==> src/rtl/fetch_pkg.sv <==
// Shared constants for the instruction-fetch controller: FSM encodings,
// the unconditional-jump opcode and instruction field positions.
package fetch_pkg;

    // FSM state encodings
    typedef logic [1:0] state_t;
    localparam state_t S_IDLE = 2'd0;  // issue request for pc_in
    localparam state_t S_WAIT = 2'd1;  // request outstanding
    localparam state_t S_HOLD = 2'd2;  // data parked in skid, IF/ID blocked
    localparam state_t S_KILL = 2'd3;  // draining a redirected request

    // PC-relative unconditional jump
    localparam logic [3:0] JMP_OPCODE = 4'hD;

    // Instruction field positions
    localparam int OPC_HI = 15;
    localparam int OPC_LO = 12;
    localparam int OFF_HI = 11;
    localparam int OFF_LO = 0;

    // Sign-extend the 12-bit jump offset to a full word
    function automatic logic [15:0] sext_off(input logic [15:0] instr);
        return {{4{instr[OFF_HI]}}, instr[OFF_HI:OFF_LO]};
    endfunction

endpackage

==> src/rtl/fetch_ctrl_jmp_target.sv <==
// Early jump decode: flags the PC-relative jump opcode and computes
// its target as pc + 1 + sext(offset), wrapping at 16 bits.
module jmp_target (
    input  logic [15:0] i_pc,
    input  logic [15:0] i_instr,
    output logic        o_is_jmp,
    output logic [15:0] o_target
);
    import fetch_pkg::*;

    assign o_is_jmp = (i_instr[OPC_HI:OPC_LO] == JMP_OPCODE);
    assign o_target = i_pc + 16'd1 + sext_off(i_instr);

endmodule

==> src/rtl/fetch_ctrl.sv <==
// Instruction-fetch controller. Fetches the word at pc_in from a
// variable-latency memory, loads the IF/ID register (via a one-entry skid
// when decode is blocked) and drives stall/isBranch/branchAddr back to the
// PC register.
//
// Handshake: imem_req is held with a stable imem_addr until imem_ready
// pulses for one cycle; that pulse completes the request and qualifies
// imem_rdata. A request is never abandoned except by rst, so a redirect
// while waiting drains the request in KILL and drops its data.
module fetch_ctrl (
    input  logic        clk,
    input  logic        rst,
    input  logic [15:0] pc_in,
    output logic        stall,
    output logic        isBranch,
    output logic [15:0] branchAddr,
    output logic        imem_req,
    output logic [15:0] imem_addr,
    input  logic        imem_ready,
    input  logic [15:0] imem_rdata,
    input  logic        id_stall,
    input  logic        ex_redirect,
    input  logic [15:0] ex_target,
    output logic        if_valid,
    output logic [15:0] if_instr,
    output logic [15:0] if_pc,
    output logic [1:0]  dbg_state
);
    import fetch_pkg::*;

    state_t      r_state;
    logic [15:0] r_req_addr;
    logic [15:0] r_skid;
    logic        r_if_valid;
    logic [15:0] r_if_instr;
    logic [15:0] r_if_pc;

    state_t      w_next;
    logic        w_free;
    logic        w_load;
    logic        w_skid_cap;
    logic [15:0] w_load_instr;
    logic        w_is_jmp;
    logic [15:0] w_target;

    // IF/ID can take a new word if empty or being consumed this cycle
    assign w_free       = !r_if_valid || !id_stall;
    // HOLD releases from the skid; every other load comes from memory
    assign w_load_instr = (r_state == S_HOLD) ? r_skid : imem_rdata;

    jmp_target u_jmp (
        .i_pc     (pc_in),
        .i_instr  (w_load_instr),
        .o_is_jmp (w_is_jmp),
        .o_target (w_target)
    );

    // Next-state, memory request and PC control decode
    always_comb begin
        w_next     = r_state;
        w_load     = 1'b0;
        w_skid_cap = 1'b0;
        imem_req   = 1'b0;
        imem_addr  = (r_state == S_IDLE) ? pc_in : r_req_addr;
        stall      = 1'b1;
        isBranch   = 1'b0;
        branchAddr = 16'd0;
        if (rst) begin
            w_next = S_IDLE;
        end else begin
            case (r_state)
                S_IDLE: begin
                    if (!ex_redirect) begin
                        imem_req = 1'b1;
                        w_next   = S_WAIT;
                    end
                end
                S_WAIT: begin
                    imem_req = 1'b1;
                    if (ex_redirect) begin
                        w_next = imem_ready ? S_IDLE : S_KILL;
                    end else if (imem_ready && w_free) begin
                        w_load = 1'b1;
                        w_next = S_IDLE;
                    end else if (imem_ready) begin
                        w_skid_cap = 1'b1;
                        w_next     = S_HOLD;
                    end
                end
                S_HOLD: begin
                    if (ex_redirect) begin
                        w_next = S_IDLE;
                    end else if (!id_stall) begin
                        w_load = 1'b1;
                        w_next = S_IDLE;
                    end
                end
                S_KILL: begin
                    imem_req = 1'b1;
                    if (imem_ready) begin
                        w_next = S_IDLE;
                    end
                end
                default: w_next = S_IDLE;
            endcase
            if (w_load) begin
                stall      = 1'b0;
                isBranch   = w_is_jmp;
                branchAddr = w_is_jmp ? w_target : 16'd0;
            end
            // execute redirect overrides any load or skid capture
            if (ex_redirect) begin
                w_load     = 1'b0;
                w_skid_cap = 1'b0;
                stall      = 1'b0;
                isBranch   = 1'b1;
                branchAddr = ex_target;
            end
        end
    end

    // State, request address latch and skid register
    always_ff @(posedge clk) begin
        r_state <= w_next;
        if (rst) begin
            r_req_addr <= 16'd0;
            r_skid     <= 16'd0;
        end else begin
            if (r_state == S_IDLE) begin
                r_req_addr <= pc_in;
            end
            if (w_skid_cap) begin
                r_skid <= imem_rdata;
            end
        end
    end

    // IF/ID register: redirect clears, load fills, consume empties
    always_ff @(posedge clk) begin
        if (rst) begin
            r_if_valid <= 1'b0;
            r_if_instr <= 16'd0;
            r_if_pc    <= 16'd0;
        end else if (ex_redirect) begin
            r_if_valid <= 1'b0;
        end else if (w_load) begin
            r_if_valid <= 1'b1;
            r_if_instr <= w_load_instr;
            r_if_pc    <= pc_in;
        end else if (!id_stall) begin
            r_if_valid <= 1'b0;
        end
    end

    assign if_valid  = r_if_valid;
    assign if_instr  = r_if_instr;
    assign if_pc     = r_if_pc;
    assign dbg_state = r_state;

endmodule

==> config.mk <==
export PLATFORM = sky130hd
export DESIGN_NAME = fetch_ctrl
export DESIGN_NICKNAME = d
export VERILOG_FILES = /design/src/rtl/fetch_pkg.sv /design/src/rtl/fetch_ctrl_jmp_target.sv /design/src/rtl/fetch_ctrl.sv
export SDC_FILE = /design/constraint.sdc
export NUM_CORES = 1
export LEC_CHECK = 0
export ABC_AREA = 1
export ABC_CLOCK_PERIOD_IN_PS = 2900
export CAP_MARGIN = 20
export CORE_ASPECT_RATIO = 0.5
export CORE_MARGIN = 1.5
export CORE_UTILIZATION = 30
export DETAILED_ROUTE_END_ITERATION = 16
export PLACE_DENSITY_LB_ADDON = 0.3
export SLEW_MARGIN = 15
export SYNTH_ARGS = -nofsm -noshare
export SYNTH_HDL_FRONTEND = slang
export SYNTH_SLANG_ARGS = --single-unit
==> constraint.sdc <==
create_clock -name clk -period 2.9 [get_ports clk]
set_input_delay 0.58 -clock clk [delete_from_list [all_inputs] [get_ports clk]]
set_output_delay 0.58 -clock clk [all_outputs]
set_load 0.02 [all_outputs]
== Word level (Yosys, flattened, before mapping) ==
Cells that the tools add are included.
Storage, ports and cells
  bits of input ports: 53
  register bits after elaboration: 67
Operators by class
  eq/ne operators: 9
  multiplexer cells: 39
  add/sub/neg operators: 2
  bitwise gates (word level): 1
  reduce and logical (&&, ||, !) cells: 9
Operators with widths (number)
  two-way mux 16 bit: 6
  two-way mux 1 bit: 22
  adder 16 x 1 -> 16 bit, second input constant: 1
  adder 16 bit: 1
  two-way mux 2 bit: 8
  case mux 2 bit (4 select lines): 1
  equality test 2 bit, second input constant: 2
  equality test 4 bit, second input constant: 1
  inequality test 2 bit, second input constant: 2
  inequality test 4 bit, second input constant: 1
  case mux 1 bit (2 select lines): 2
  AND reduction 4 bit: 1
  OR reduction 2 bit: 2
  inequality test 3 bit, second input constant: 1
  equality test 2 x 1 -> 1 bit, second input constant: 1
  zero test 1 bit: 2
  zero test 2 bit: 1
  inequality test 2 x 1 -> 1 bit, second input constant: 1
  AND reduction 2 bit: 1
  logical AND 1 bit: 1
  logical OR 1 bit: 1
  NOT 1 bit: 1

== Logic depth before layout (Yosys ltp) ==
  word-level depth: 10
  depth in mapped cells: 18

== Hierarchy ==
A second synthesis with hierarchy kept.
Second synthesis, totals
  cells, all modules: 654
  area, all modules: 4154.0 sq um
Modules (own cells, without submodules)
  fetch_ctrl: cells each 473, sequential area each 1341.3 sq um, area an instance 3229.3 sq um, instances 1
  jmp_target: cells each 181, sequential area each 0.0 sq um, area an instance 924.6 sq um, instances 1

== Worst setup path after synthesis ==
No wires, ideal clock.
  kind: reg2out
  start point: register r_state[0], in the netlist dbg_state[0]
  end point: output port branchAddr[8]
  required time: 2.320 ns
  arrival: 2.739 ns
  stages on the path, launching flop included: 16
  path buffers: 2
  path slack: -0.419 ns
  cell sequence: dfxtp_1 inv_1 ha_1 buf_4 clkbuf_1 nand2_1 o21ai_0 fa_1 nand2_1 nand2_1 and2_1 nand2_1 nand2_1 xor2_1 nand2_1 a21oi_1
Between the ends
  word-level cells in the longest chain between the ends: 7
  elaborated cells on any way between the ends: 11
Ends and longest elaborated chain
  from (decl): line fetch_ctrl.sv:31  | state_t r_state;
  from (signal assigned): line fetch_ctrl.sv:124  | r_state <= w_next;
  equality test 2 bit: line fetch_ctrl.sv:49  | assign w_load_instr = (r_state == S_HOLD) ? r_skid : imem_rdata;
  two-way mux 16 bit: line fetch_ctrl.sv:49
  via u_jmp.i_instr[1]: line fetch_ctrl_jmp_target.sv:5  | input logic [15:0] i_instr,
  adder 16 bit: line fetch_ctrl_jmp_target.sv:12  | assign o_target = i_pc + 16'd1 + sext_off(i_instr);
  two-way mux 16 bit: line fetch_ctrl.sv:109  | branchAddr = w_is_jmp ? w_target : 16'd0;
  two-way mux 16 bit: line fetch_ctrl.sv:106  | if (w_load) begin
  two-way mux 16 bit: line fetch_ctrl.sv:112  | if (ex_redirect) begin
  two-way mux 16 bit: line fetch_ctrl.sv:68  | if (rst) begin
  to (decl): line fetch_ctrl.sv:16  | output logic [15:0] branchAddr,
The timed path passes the listed nets, and every way through them passes these cells. The select of a mux whose other input is x is not followed.

== Worst setup path in the final report ==
  start point: register r_state[0], in the netlist dbg_state[0]
  end point: output port branchAddr[6]
Between the ends
  word-level cells in the longest chain between the ends: 7
  elaborated cells on any way between the ends: 11
Ends and longest elaborated chain (line)
  equality test 2 bit: fetch_ctrl.sv:49, fetch_ctrl.sv:71
  two-way mux 16 bit: fetch_ctrl.sv:49
  adder 16 bit / equality test 4 bit (equally long branches): fetch_ctrl_jmp_target.sv:12, fetch_ctrl_jmp_target.sv:11
  two-way mux 16 bit: fetch_ctrl.sv:109
  two-way mux 16 bit (*): fetch_ctrl.sv:106
  two-way mux 16 bit (*): fetch_ctrl.sv:112
  two-way mux 16 bit (*): fetch_ctrl.sv:68
Mark *: on every way between the ends. The rest lies on a longest branch, timed or not. The select of a mux whose other input is x is not followed.

==> flow_summary.ini <==
[clock_network]
cts_tree = built
clock_path_buffers = 2
root_buffer = clkbuf_16
cts_made_buffers = 9
cts_hold_buf = 0
clkSlewWorstSetupHoldPaths_ps = 60
h-tree-depth = 3
cts_sinks = 67
clock_latency_ps = 340

[logic_synthesis]
yosysTopAreaCellShare_pct = 34.4
yosys_warnings = 0
synth_common_cells = nand2_1, a21oi_1, dfxtp_1
synthesis.area_um2 = 3900
synthFlopType = dfxtp_1
synthCells = 606
ys_ff_latch = 67
async_flop_share_pct = 0
synth_area_leaders = dfxtp_1, nand2_1, a21oi_1
yosys.area.top_type = dfxtp_1
yosysSeqAreaShare_pct = 34.4
synth-edff-count = 0
yosysMostFrequentCell = nand2_1
syn_area_per_cell_um2 = 6.44
yosysUniqueCellTypes = 35
syn_nets = 682

[placement]
place.gp.congestion = 0.854
placed_area_um2 = 5880
detailed_place_hpwl_mm = 9.40
portBuffers = 122
placed_cells = 949

[global_route]
grt_pass1_vias = 4366
antenna_found_initial = 0
grt_pass1_wl_mm = 20.8
grt_overflow = 0
grt_use_total_pct = 19.2
grt_max_degree = 35

[run_status]
status = finished, violations left
violations = negative setup slack

[detailed_routing]
drtIter0Drc = 221
ant_nets = 0
routedWlPerCell_um = 13.3
dr.pass1.iters = 7
routed_wl_mm = 12.9
route.detailed.drc = 0
vias_per_cell = 4.52
vias = 4380

[timing]
fmax_mhz = 308
finalSetupViolations = 14
fin_crit_sh_pct = 112
setup_ws_ps = -347
drv_slew = 0
finalHoldViolations = 0
min_period_ps = 3250
rsz0062_at_grt = yes
clock_skew_ps = 8.86
maxSlewHeadroom_pct = 75.5
tightest_slew_ps = 364

[finish]
fin_cells = 969
diodes = 0
layout-drive-gt1-share_pct = 25.8
fin_nets = 870
syn_to_final_growth_pct = 67.0
design_area_um2 = 6520

[worst_setup_path]
crit_fanout = 4
critPathMostFrequentCell = nand2_2
max_stage_delay_ps = 350
crit_type = register to primary output
worstSetupStartpointType = register
critical_path_buf_inv_count = 4
end_kind = primary output
cp.required_ps = 2320
crit_chain = inv_4, ha_4, mux2i_4, ha_2, inv_2, fa_2, nand2_2, nand2_2, nand3b_1, nand2_2, buf_6, nand2_2, nand3_2, a21oi_2, buf_6
worstPathArrival_ps = 2670
critPathSlowestCell = dfxtp_4
cp_top_family = adder cells

[die]
pin_count = 123
rows = 29
start_util_pct = 30.8
die_area_um2 = 13700
fp.coreArea_um2 = 12700
die_h_um = 83.7
die_w_um = 164

[run]
cap_violations = 0

[hold_path]
hold_class = register to register

[power]
p_leak_uw = 0.00296
power_density_nw_per_um2 = 706
ir_worst_vdd_uv = 330
## layout make-up
type / instances / area [um^2]
Multi-Input combinational cell: 449 / 2590
Sequential cell: 67 / 1350
Fill cell: 1234 / 6140
Inverter: 64 / 248
Timing Repair Buffer: 203 / 1800
Clock buffer: 10 / 250
Tap cell: 170 / 213
Clock inverter: 6 / 68.8
## layer usage
| metal | wire length [um] | GRT usage (%) | part of all wire, % |
|---|---|---|---|
| met3 | 477 | 3.23 | 3.7 |
| met2 | 6130 | 33.1 | 48 |
| met1 | 6110 | 24.7 | 47 |
| met5 | 0 | 0 | 0 |
| met4 | 153 | 5.12 | 1.2 |
## repair_timing
action / 4_1_cts / 5_1_grt
setup endpoints to repair: 18 / 19
gates resized for setup: 158 / 30
pin swaps: 21 / 16
buffers inserted: 5 / 0
endpoints found under the hold margin: 0 / 0
## worst paths after layout
path                              startpoint            end  slack, ps  cells after the start
worst max-delay path            dbg_state[0]  branchAddr[6]       -350                     15
worst min-delay path                if_pc[2]       if_pc[2]        470                      2
worst max register to register  dbg_state[0]    if_instr[0]       1030                      9
worst min register to register      if_pc[2]       if_pc[2]        470                      2
## cells in the final DEF (no fill, tap or decap), types with 3 or more instances in the layout
master           netlist  final
clkbuf_16              0     10
o21ai_2                0      3
xor2_1                 5      4
dlygate4sd2_1          0     18
nand3b_1               3      3
a21oi_1               76     60
a21oi_2                3     17
nand2_2                2     22
nand2_1              215    195
inv_1                 61     56
ha_1                  22      8
o21ai_1                3      7
nand3_1               12      9
clkdlybuf4s50_1        0     83
inv_2                  2      5
nand3_2                5      7
nor2_1                44     43
buf_6                  1      9
buf_4                  1     87
inv_4                  0      3
ha_4                   0     13
o21ai_0               41     32
dfxtp_1               67     65
## flip-flops by register name (all words and copies together), names as in the netlist
| signal | flops |
|---|---|
| if_instr | 16 |
| if_pc | 16 |
| r_req_addr | 16 |
| r_skid | 16 |
| dbg_state | 2 |
| if_valid | 1 |
## worst reg2reg max path: stages (launching register included)
cell and delay, ps:
dfxtp_4 360, inv_4 40, buf_4 120, buf_4 120, ha_1 260, and3_1 160
nand2_2 60, buf_4 260, or2_2 320, a21oi_1 110
## cells by family (layout without fill, tap and decap cells)
group                      Yosys count  in the layout  share of synthesized area, %
muxes                                1              1                         0.256
adders and majority gates           23             23                          7.56
buffers and inverters               90            283                          9.17
AOI/OAI and AO/OA                  125            125                          16.5
xor gates and xnor gates             6              6                          1.35
DFF                                 67             67                          34.4
and+or+nand+nor                    294            294                          30.8
## power breakdown
part	switching, uW	internal, uW
Sequential	54.7	1050
Clock	433	723
Combinational	1310	1030
## metrics by stage
stage	power (uW)	util [%]	setup WS (ps)	setup TNS, ps	hold WS (ps)
2_1_floorplan	2310	-	30.3	0	430
3_3_place_gp	3300	46.4	-917	-12800	441
3_5_place_dp	3320	46.4	-926	-12860	456
4_1_cts	4570	50.7	-352	-3700	465
5_1_grt	4910	51.5	-470	-5450	487
6_report	4610	51.5	-347	-3550	467
Note: power is estimated with default switching activity, not from simulation.
